`src/rtl/roi_pkg.sv`:
```
// roi_pkg
// Shared definitions for the ROI row finder: the FSM state type, its
// encoding (also visible on the LEDR debug port) and the default
// parameter values used by the camera top level.
package roi_pkg;

  localparam logic [1:0] ST_IDLE    = 2'd0;
  localparam logic [1:0] ST_SEEK    = 2'd1;
  localparam logic [1:0] ST_TRACK   = 2'd2;
  localparam logic [1:0] ST_PUBLISH = 2'd3;

  typedef enum logic [1:0] {
    IDLE    = ST_IDLE,
    SEEK    = ST_SEEK,
    TRACK   = ST_TRACK,
    PUBLISH = ST_PUBLISH
  } roi_state_t;

  localparam int DEF_RUN_LEN  = 128;
  localparam int DEF_Y_MIN    = 50;
  localparam int DEF_Y_MAX    = 910;
  localparam int DEF_MIN_ROWS = 1;

endpackage

```
`src/rtl/run_detector.sv`:
```
// run_detector
// Tracks the current run of consecutive matching pixels within a row and
// raises row_hit once that run has reached RUN_LEN. The hit stays set until
// the next row start, where the counter restarts with the row's first pixel.
//
// Ports:
//   clk       pixel clock
//   rst_n     asynchronous active-low reset
//   clr       synchronous clear of counter and hit (frame start)
//   beat      a valid pixel is present this cycle
//   match     the current pixel has the selected polarity
//   row_start the current beat is column 0 of a new row
//   row_hit   the row seen so far contains a run of at least RUN_LEN
module run_detector
  import roi_pkg::*;
#(
  parameter int X_W     = 16,
  parameter int RUN_LEN = DEF_RUN_LEN
) (
  input  logic clk,
  input  logic rst_n,
  input  logic clr,
  input  logic beat,
  input  logic match,
  input  logic row_start,
  output logic row_hit
);

  localparam logic [X_W-1:0] RUN_MAX = X_W'(RUN_LEN);

  logic [X_W-1:0] run_cnt;

  // The counter saturates at RUN_LEN so it can never wrap on long rows.
  // The hit is taken on the same edge the counter reaches RUN_LEN, which is
  // why the row-start pixel alone can hit when RUN_LEN is 1.
  always_ff @(posedge clk or negedge rst_n) begin
    if (!rst_n) begin
      run_cnt <= '0;
      row_hit <= 1'b0;
    end else if (clr) begin
      run_cnt <= '0;
      row_hit <= 1'b0;
    end else if (beat) begin
      if (row_start) begin
        run_cnt <= match ? X_W'(1) : '0;
        row_hit <= (RUN_LEN == 1) && match;
      end else if (match) begin
        if (run_cnt != RUN_MAX)
          run_cnt <= run_cnt + 1'b1;
        if (run_cnt >= RUN_MAX - 1'b1)
          row_hit <= 1'b1;
      end else begin
        run_cnt <= '0;
      end
    end
  end

endmodule

```
`src/rtl/roi_row_finder.sv`:
```
// roi_row_finder
// Scans a binarised pixel stream and, once per frame, reports the band of
// rows (first qualifying top, last qualifying bottom) whose rows contain a
// run of at least RUN_LEN pixels of the selected polarity.
//
// Ports:
//   iCLK        pixel clock (CCD_PIXCLK)
//   iRST_N      asynchronous active-low reset
//   iFVAL       frame valid
//   iDVAL       pixel valid
//   iPIX        binarised pixel, 1 = white
//   iPOL        run polarity, sampled at frame start
//   iX_Cont     column of the current pixel
//   iY_Cont     row of the current pixel
//   oROI_TOP    published top row
//   oROI_BOT    published bottom row
//   oROI_FOUND  last frame produced a band
//   oROI_VALID  one-cycle pulse when results are published
//   oSTATE      FSM state for LEDR debug
module roi_row_finder
  import roi_pkg::*;
#(
  parameter int X_W      = 16,
  parameter int Y_W      = 16,
  parameter int RUN_LEN  = DEF_RUN_LEN,
  parameter int Y_MIN    = DEF_Y_MIN,
  parameter int Y_MAX    = DEF_Y_MAX,
  parameter int MIN_ROWS = DEF_MIN_ROWS
) (
  input  logic           iCLK,
  input  logic           iRST_N,
  input  logic           iFVAL,
  input  logic           iDVAL,
  input  logic           iPIX,
  input  logic           iPOL,
  input  logic [X_W-1:0] iX_Cont,
  input  logic [Y_W-1:0] iY_Cont,
  output logic [Y_W-1:0] oROI_TOP,
  output logic [Y_W-1:0] oROI_BOT,
  output logic           oROI_FOUND,
  output logic           oROI_VALID,
  output logic [1:0]     oSTATE
);

  roi_state_t     state, state_nx;
  logic           fval_d;
  logic           pol;
  logic [Y_W-1:0] row_y;
  logic [Y_W-1:0] cand_top, cand_top_nx;
  logic [Y_W-1:0] bot, bot_nx;
  logic [15:0]    streak, streak_nx;
  logic           band_q, band_nx;
  logic           row_hit;

  logic rise, fall, active, beat, row_start, match, commit, eligible, hit_ok;

  assign rise      = iFVAL & ~fval_d;
  assign fall      = fval_d & ~iFVAL;
  assign active    = (state == SEEK) || (state == TRACK);
  // A row start on the frame-end cycle only commits the old row; the new
  // pixel is dropped by masking the beat.
  assign beat      = iDVAL && active && !fall;
  assign row_start = (iX_Cont == '0);
  assign match     = (iPIX == pol);
  assign commit    = active && (fall || (beat && row_start));
  assign eligible  = (row_y > Y_W'(Y_MIN)) && (row_y < Y_W'(Y_MAX));
  assign hit_ok    = eligible && row_hit;
  assign oSTATE    = state;

  run_detector #(
    .X_W     (X_W),
    .RUN_LEN (RUN_LEN)
  ) u_run (
    .clk       (iCLK),
    .rst_n     (iRST_N),
    .clr       ((state == IDLE) && rise),
    .beat      (beat),
    .match     (match),
    .row_start (row_start),
    .row_hit   (row_hit)
  );

  // State register. fval_d resets high so that a reset in the middle of a
  // frame waits for a genuine rising edge instead of seeing one at once.
  always_ff @(posedge iCLK or negedge iRST_N) begin
    if (!iRST_N) begin
      state  <= IDLE;
      fval_d <= 1'b1;
    end else begin
      state  <= state_nx;
      fval_d <= iFVAL;
    end
  end

  // Next state and band tracking. band_nx remembers whether the frame has
  // reached TRACK, including a transition made by the frame-end commit.
  always_comb begin
    state_nx    = state;
    streak_nx   = streak;
    cand_top_nx = cand_top;
    bot_nx      = bot;
    band_nx     = band_q;
    unique case (state)
      IDLE: begin
        if (rise) begin
          state_nx    = SEEK;
          streak_nx   = '0;
          cand_top_nx = '0;
          bot_nx      = '0;
          band_nx     = 1'b0;
        end
      end
      SEEK: begin
        if (commit) begin
          if (hit_ok) begin
            if (streak == '0)
              cand_top_nx = row_y;
            streak_nx = streak + 16'd1;
            if ((streak + 16'd1) >= 16'(MIN_ROWS)) begin
              bot_nx   = row_y;
              state_nx = TRACK;
              band_nx  = 1'b1;
            end
          end else begin
            streak_nx = '0;
          end
        end
        if (fall)
          state_nx = PUBLISH;
      end
      TRACK: begin
        if (commit && hit_ok)
          bot_nx = row_y;
        if (fall)
          state_nx = PUBLISH;
      end
      PUBLISH: begin
        state_nx = IDLE;
      end
    endcase
  end

  // Frame-level datapath registers.
  always_ff @(posedge iCLK or negedge iRST_N) begin
    if (!iRST_N) begin
      pol      <= 1'b0;
      row_y    <= '0;
      cand_top <= '0;
      bot      <= '0;
      streak   <= '0;
      band_q   <= 1'b0;
    end else begin
      cand_top <= cand_top_nx;
      bot      <= bot_nx;
      streak   <= streak_nx;
      band_q   <= band_nx;
      if ((state == IDLE) && rise)
        pol <= iPOL;
      if (beat && row_start)
        row_y <= iY_Cont;
    end
  end

  // Published results; they hold between publishes.
  always_ff @(posedge iCLK or negedge iRST_N) begin
    if (!iRST_N) begin
      oROI_TOP   <= '0;
      oROI_BOT   <= '0;
      oROI_FOUND <= 1'b0;
      oROI_VALID <= 1'b0;
    end else begin
      oROI_VALID <= (state == PUBLISH);
      if (state == PUBLISH) begin
        oROI_TOP   <= band_q ? cand_top : '0;
        oROI_BOT   <= band_q ? bot : '0;
        oROI_FOUND <= band_q;
      end
    end
  end

endmodule

```
`config.mk`:
```
export PLATFORM = sky130hd
export DESIGN_NAME = roi_row_finder
export DESIGN_NICKNAME = d
export VERILOG_FILES = /design/src/rtl/roi_pkg.sv /design/src/rtl/run_detector.sv /design/src/rtl/roi_row_finder.sv
export SDC_FILE = /design/constraint.sdc
export NUM_CORES = 1
export LEC_CHECK = 0
export ABC_AREA = 1
export CORE_MARGIN = 5
export CORE_UTILIZATION = 50
export DETAILED_ROUTE_END_ITERATION = 16
export GPL_TIMING_DRIVEN = 0
export PLACE_DENSITY = 0.69
export SETUP_SLACK_MARGIN = 0.05
export SYNTH_ARGS = -nofsm -noshare
export SYNTH_HDL_FRONTEND = slang
export SYNTH_SLANG_ARGS = --single-unit
```
`constraint.sdc`:
```
create_clock -name iCLK -period 6.05 [get_ports iCLK]
set_input_delay 1.21 -clock iCLK [delete_from_list [all_inputs] [get_ports iCLK]]
set_output_delay 1.21 -clock iCLK [all_outputs]
set_load 0.02 [all_outputs]
```
==> summary.txt, run 1 <==
Yosys
  • Synthesized area: between 6000 and 7000 µm²
  • Seq/Total Area, Yosys: 49.8%
  • Gate Count Post-Synth: between 700 and 800
  • Distinct cells, synth: 38
  • Post-synth EDFFs: 0
  • Synth cell count leaders: nand2_1 (252), dfrtp_1 (119), nand3_1 (70), inv_1 (64), nor2_1 (54)
  • Synthesized Nets: around 800
  • Top FF cell, synth: dfrtp_1
  • Register bit total from synthesis: 120
  • Top post-synthesis cells by area: dfrtp_1 (49%), nand2_1 (16%), nand3_1 (5.8%)
  • Yosys top cell area share: 49.4%
  • Yosys synthesis warning count: 0
  • Count leader, synth: nand2_1
  • Ys async rst share: 100%
  • Yosys top cell by area: dfrtp_1
  • Post-synthesis average cell area: 7.99 µm²

Detailed routing
  • DRT Pass-1 Iters: 7
  • Via density: 5.36
  • Post-DR wirelength/cell: 15.2 µm
  • DRT iter0 DRCs: about 460
  • Post-Route WL: 15.3 mm
  • Antenna Violating Nets Remaining: 0
  • Vias: 5402
  • DRC viols: 0

Clock tree
  • Clk buf depth: 2
  • Clk sinks: 120
  • Root Buffer: clkbuf_16
  • Post-CTS sizing: 0
  • Postcts setup bufs: 0
  • TritonCTS clock tree: built
  • Reg clk slew, reported paths: roughly 0.060 ns
  • Latest clock arrival within the worst-skew pair: between 0.4 and 0.5 ns
  • Hold Buf Count CTS: 0
  • H-Tree Depth: 4
  • CTS buffer count: 17

Global route
  • Initial antenna violation count: 0
  • Grt total ovfl: 0
  • Global-route wire length before repair: 25.9 mm
  • Global Route Usage Sum: 22.5%
  • Vias in the first global route: 5429
  • Pin count of the biggest net entering global routing: 80

Worst setup path
  • Worst-path fanout max: 10
  • Path type of the worst setup path: primary input to register
  • Crit-path cells: clkdlybuf4s50_1, nor2_1, nor2_1, nand3_1, nand2_1, a21oi_1, nor2_1, clkbuf_1, nand3_1, o21ai_0
  • CP max stage delay: 0.56 ns
  • CP most frequent cell: nor2_1
  • CP Launch Type: primary input
  • Crit path arrival time: 3.29 ns
  • CP Data Required Time: 6.39 ns
  • CP max-delay cell: clkdlybuf4s50_1
  • Crit end category: register
  • R2R depth: 11

STA
  • Max Fclk: 339 MHz
  • Worst-Margin Slew: 0.745 ns
  • Setup Viol. Count Final: 0
  • Max-slew violations: 0
  • Fin. Hold Viols: 0
  • Fin worst setup slack: 3.10 ns
  • Slew Limit Headroom: 49.9%
  • Setup TNS: 0 ns
  • RSZ-0062 raised after global routing: no
  • Clk_skew: 0.00466 ns
  • Post-route clock period utilization: around half
  • Crit path time final: 2.95 ns

Min path
  • Hold path cells: 2
  • Hold Path Class: register to register

Power
  • P_leak: about 3.7 nW
  • Peak VDD IR: roughly 170 µV
  • Pwr Density: roughly 410 nW/µm²

Floorplan
  • Num rows: 40
  • Die Span X: approximately 120 µm
  • I/O pins: 74
  • Die Area: between 10000 and 15000 µm²
  • Die Y: 120 µm
  • CORE AREA: roughly 12000 µm²
  • Initial Util: 50.6%

Layout
  • Filler cells: 1027
  • Finished Layout Cells: 1008
  • Fraction of layout cells with a size suffix above 1: 9.06%
  • Area delta synth->final: 25.9%
  • Utilization after layout: 63.7%
  • # diodes: 0
  • Nets: 897

Placed design
  • I/O Buffers: 73
  • Placed Cells incl. Taps: 976
  • Post-detail-place hpwl: 11.2 mm
  • Final Wtd Congestion: 0.935
  • Post-placement worst setup slack: 2.70 ns

Job
  • Max-cap violations: 0

Status
  • Status: completed
-- sequential cells by signal, indices dropped and copies added (netlist names), 2 cells and up --
register,flops
oROI_TOP,16
streak,16
cand_top,16
oSTATE,2
bot,16
u_run.run_cnt,16
oROI_BOT,16
row_y,16
-- through the flow --
step	power (mW)	area (µm²)	hold WS [ns]
2_1_floorplan	1.70	6030	0.437
3_3_place_gp	2.04	6950	0.449
3_5_place_dp	2.07	6980	0.457
4_1_cts	3.12	7590	0.472
5_1_grt	3.28	7590	0.488
6_report	3.11	7590	0.470
-- cells by family after synthesis --
kind of cell,Yosys count,share of synthesized area (%)
compound gates,87,9.04
fa+ha+maj,11,2.28
flops,120,49.8
buf+inv,96,6.87
simple gates,435,31.1
xor+xnor,6,0.871
-- power by group --
part           total [mW]  switching (mW)  internal (mW)  leakage (nW)
logic                1.07           0.702          0.369          1.76
clock network        1.05           0.373          0.679         0.299
registers           0.985          0.0726          0.912          1.61
total                3.11            1.15           1.96          3.67
-- area by class of cell --
type / instances / area, µm² / share of cell area (%)
Buffer: 30 / 166 / 2.19
Clock inverter: 11 / 146 / 1.93
Clock buffer: 21 / 470 / 6.20
Inverter: 66 / 248 / 3.26
Sequential cell: 120 / 3000 / 39.6
Timing Repair Buffer: 74 / 759 / 10.0
Multi-Input combinational cell: 539 / 2610 / 34.4
Tap cell: 147 / 184 / 2.42
-- worst max-delay path: cells and delay by family --
family / cells / cell delay [ns]
AO/OA/AOI/OAI: 2 / 0.18
buffers and inverters: 2 / 1.04
AND/OR/NAND/NOR: 6 / 0.86
-- final timing paths --
path                               from                end  slack [ns]
min in group asynchronous        iRST_N        oROI_BOT[4]        0.70
max in group asynchronous        iRST_N  u_run.run_cnt[14]        4.64
max                               iFVAL         streak[15]        3.10
max reg2reg                   oSTATE[0]         streak[15]        3.57
min                        cand_top[12]       cand_top[12]        0.47
min reg2reg                cand_top[12]       cand_top[12]        0.47
-- layer usage --
layer  vias to the layer above  share of wire [%]  track usage [%]
met5                         -                  0                0
met4                         0                1.1             6.44
met2                       177                 49             38.0
li1                       2648                  -                -
met3                        23                6.2             6.60
met1                      2554                 43             28.1
-- placed cells by master, fill, tap and decap left out, types with 18 or more instances in the layout --
cell type and count:
clkbuf_1 20, clkdlybuf4s50_1 72, dfrtp_1 119, inv_1 64, nand2_1 252, nand3_1 70
nand4_1 29, nor2_1 54, o21ai_0 32, o21ai_2 18
(Power assumes the default switching activity.)
==> inputs of run 2 (changes only) <==
PLACE_DENSITY = 0.72   (was 0.69)
clock period = 2.5 ns   (was 6.05 ns; I/O delays follow)
==> run 2 against run 1 <==
  * Sequential cell count unchanged
  * Clock-buffer cell count increased by 4
  * Die area is the same
  * Non-clock buffer count grew 1
  * Global-route usage is 0.067 points higher
  * Clock skew increased by 0.0074 ns
  * Clock power is 140% higher
  * Worst hold slack better by 0.0020 ns
  * Cell count barely moved
==> summary.txt, run 2 (synthesis gave the netlist of run 1 again) <==
STA
  • Worst-Margin Slew: 0.751 ns
  • Setup Viol. Count Final: 0
  • Crit path time final: 2.30 ns
  • Max-slew violations: 0
  • Slew Limit Headroom: 49.5%
  • Post-route clock period utilization: 91.9%
  • RSZ-0062 raised after global routing: no
  • Max Fclk: roughly 440 MHz
  • Fin. Hold Viols: 0
  • Worst hold slack: 0.472 ns
  • Clk_skew: 0.0121 ns

Layout
  • Register area: between 3000 and 4000 µm²
  • Finished Layout Cells: 1009
  • Commonest non-fill, non-tap cell in the layout: nand2_1
  • Utilization after layout: 64.0%
  • Most frequent cells in the layout: nand2_1 (252), dfrtp_1 (117), clkdlybuf4s50_1 (72)
  • Filler cells: 1044
  • Fraction of layout cells with a size suffix above 1: 9.74%
  • Multi-input gate area: 2630 µm²
  • Nets: 898
  • # diodes: 0
  • Area delta synth->final: 26.4%

Global route
  • Grt total ovfl: 0
  • Global Route Usage Sum: a little under a quarter
  • Vias in the first global route: 5524
  • Pin count of the biggest net entering global routing: 91
  • Initial antenna violation count: 0
  • Global-route wire length before repair: 25.9 mm

Floorplan
  • Initial Util: 50.6%
  • Die Span X: 120 µm
  • Num rows: 40
  • I/O pins: between 70 and 80
  • CORE AREA: ~12000 µm²
  • Die Y: 120 µm
  • Die Area: 14400 µm²

Worst setup path
  • Crit-path cells: inv_1, ha_1, inv_2, nor3_4, inv_1, nand2_2, o31ai_4, nand2_2, buf_2, nand3_1, o21ai_1, a21oi_1
  • CP Data Required Time: 2.80 ns
  • CP Launch Type: register
  • Critical path's top delay family: buffers and inverters
  • Bufs and invs on worst path: 4
  • Worst-path fanout max: 10
  • Crit end category: register
  • CP max-delay cell: dfrtp_2
  • CP max stage delay: 0.43 ns
  • Path type of the worst setup path: register to register
  • Crit path arrival time: around 2.6 ns

Placed design
  • I/O Buffers: 73
  • Placed Cells incl. Taps: 976
  • Final Wtd Congestion: 0.900
  • Post-detail-place hpwl: 11.2 mm

Min path
  • Hold Path Class: register to register

Detailed routing
  • Antenna Violating Nets Remaining: 0
  • Post-Route WL: 15.2 mm
  • DRT Pass-1 Iters: 5
  • Vias: 5386
  • DRT iter0 DRCs: 421
  • Via density: 5.34
  • Post-DR wirelength/cell: 15.0 µm
  • DRC viols: 0

Clock tree
  • Reg clk slew, reported paths: 0.05 ns
  • H-Tree Depth: 4
  • CTS buffer count: 17
  • Clk sinks: 120
  • Root Buffer: clkbuf_16
  • Latest clock arrival within the worst-skew pair: 0.42 ns
  • TritonCTS clock tree: built
  • Clk buf depth: 2

Status
  • Status: completed

Power
  • P_leak: 3.69 nW
  • Pwr Density: 987 nW/µm²
  • Peak VDD IR: between 300 and 400 µV

Job
  • Max-cap violations: 0
-- run 2: cell count changes in the layout (fill, tap and decap cells not counted), moves of 2 or more --
cell / delta
dfrtp_2: +2
nor2_2: +2
nor2_1: -2
clkinv_4: -3
clkinvlp_4: -2
clkbuf_2: +2
clkbuf_4: +2
dfrtp_1: -2
-- run 2: timing repair --
item,in CTS,in global routing
hold buffers,1,0
buffers inserted,0,0
endpoints found under the hold margin,30,0
setup endpoints to repair,0,65
resized for setup,0,18
-- run 2: cell type report --
| class | instances | share of cell area (%) |
|---|---|---|
| flip-flops and latches | 120 | 39.4 |
| multi-input cells | 539 | 34.5 |
| repair buffers | 75 | 10.1 |
| clock buffers | 25 | 6.50 |
| inverters | 66 | 3.25 |
| well taps | 147 | 2.41 |
| plain buffers | 30 | 2.31 |
| clock inverters | 7 | 1.49 |
-- run 2: through the flow --
step	setup TNS, ns	worst slack (ns)	total power, mW	cell area (µm²)
floorplan	0	0.416	4.12	6030
global route	0	0.0584	7.95	7620
finish	0	0.202	7.52	7620
detailed placement	-5.93	-0.177	4.99	6980
CTS	0	0.0590	7.52	7590
global placement	-447.60	-3.72	4.93	6950
-- run 2: worst min-delay path: stages, from the launching register on --
cell and delay, ns:
dfrtp_1 0.34, nand2_1 0.05, nand2_1 0.05
-- run 2: report_power, final --
group	switching, mW	internal, mW	total, mW
clock	0.838	1.67	2.51
combinational	1.71	0.925	2.63
sequential	0.170	2.21	2.38
total	2.72	4.81	7.52
-- run 2: worst paths after layout --
kind	start	end	slack (ns)	depth (start not counted)
setup / recovery	oSTATE[0]	u_run.run_cnt[7]	0.20	12
hold / removal	oROI_FOUND	oROI_FOUND	0.47	2
setup reg to reg	oSTATE[0]	u_run.run_cnt[7]	0.20	12
hold reg to reg	oROI_FOUND	oROI_FOUND	0.47	2
max in group asynchronous	iRST_N	u_run.run_cnt[1]	1.23	3
min in group asynchronous	iRST_N	oROI_BOT[4]	0.53	2
-- run 2: metal layers --
metal  part of all wire, %  GRT usage, %  vias to the layer above  wire length [µm]
li1                      -             -                     2659                 -
met1                    43          26.9                     2549              6500
met2                    50          39.5                      157              7590
met3                   5.2          5.51                       21               789
met4                   1.8          8.30                        0               280
met5                     0             0                        -                 0
==> inputs of run 3 (changes only) <==
HOLD_SLACK_MARGIN = 0.06   (was not set)
==> results of run 3 <==
Final layout, timing and power as in run 2 (identical DEF).
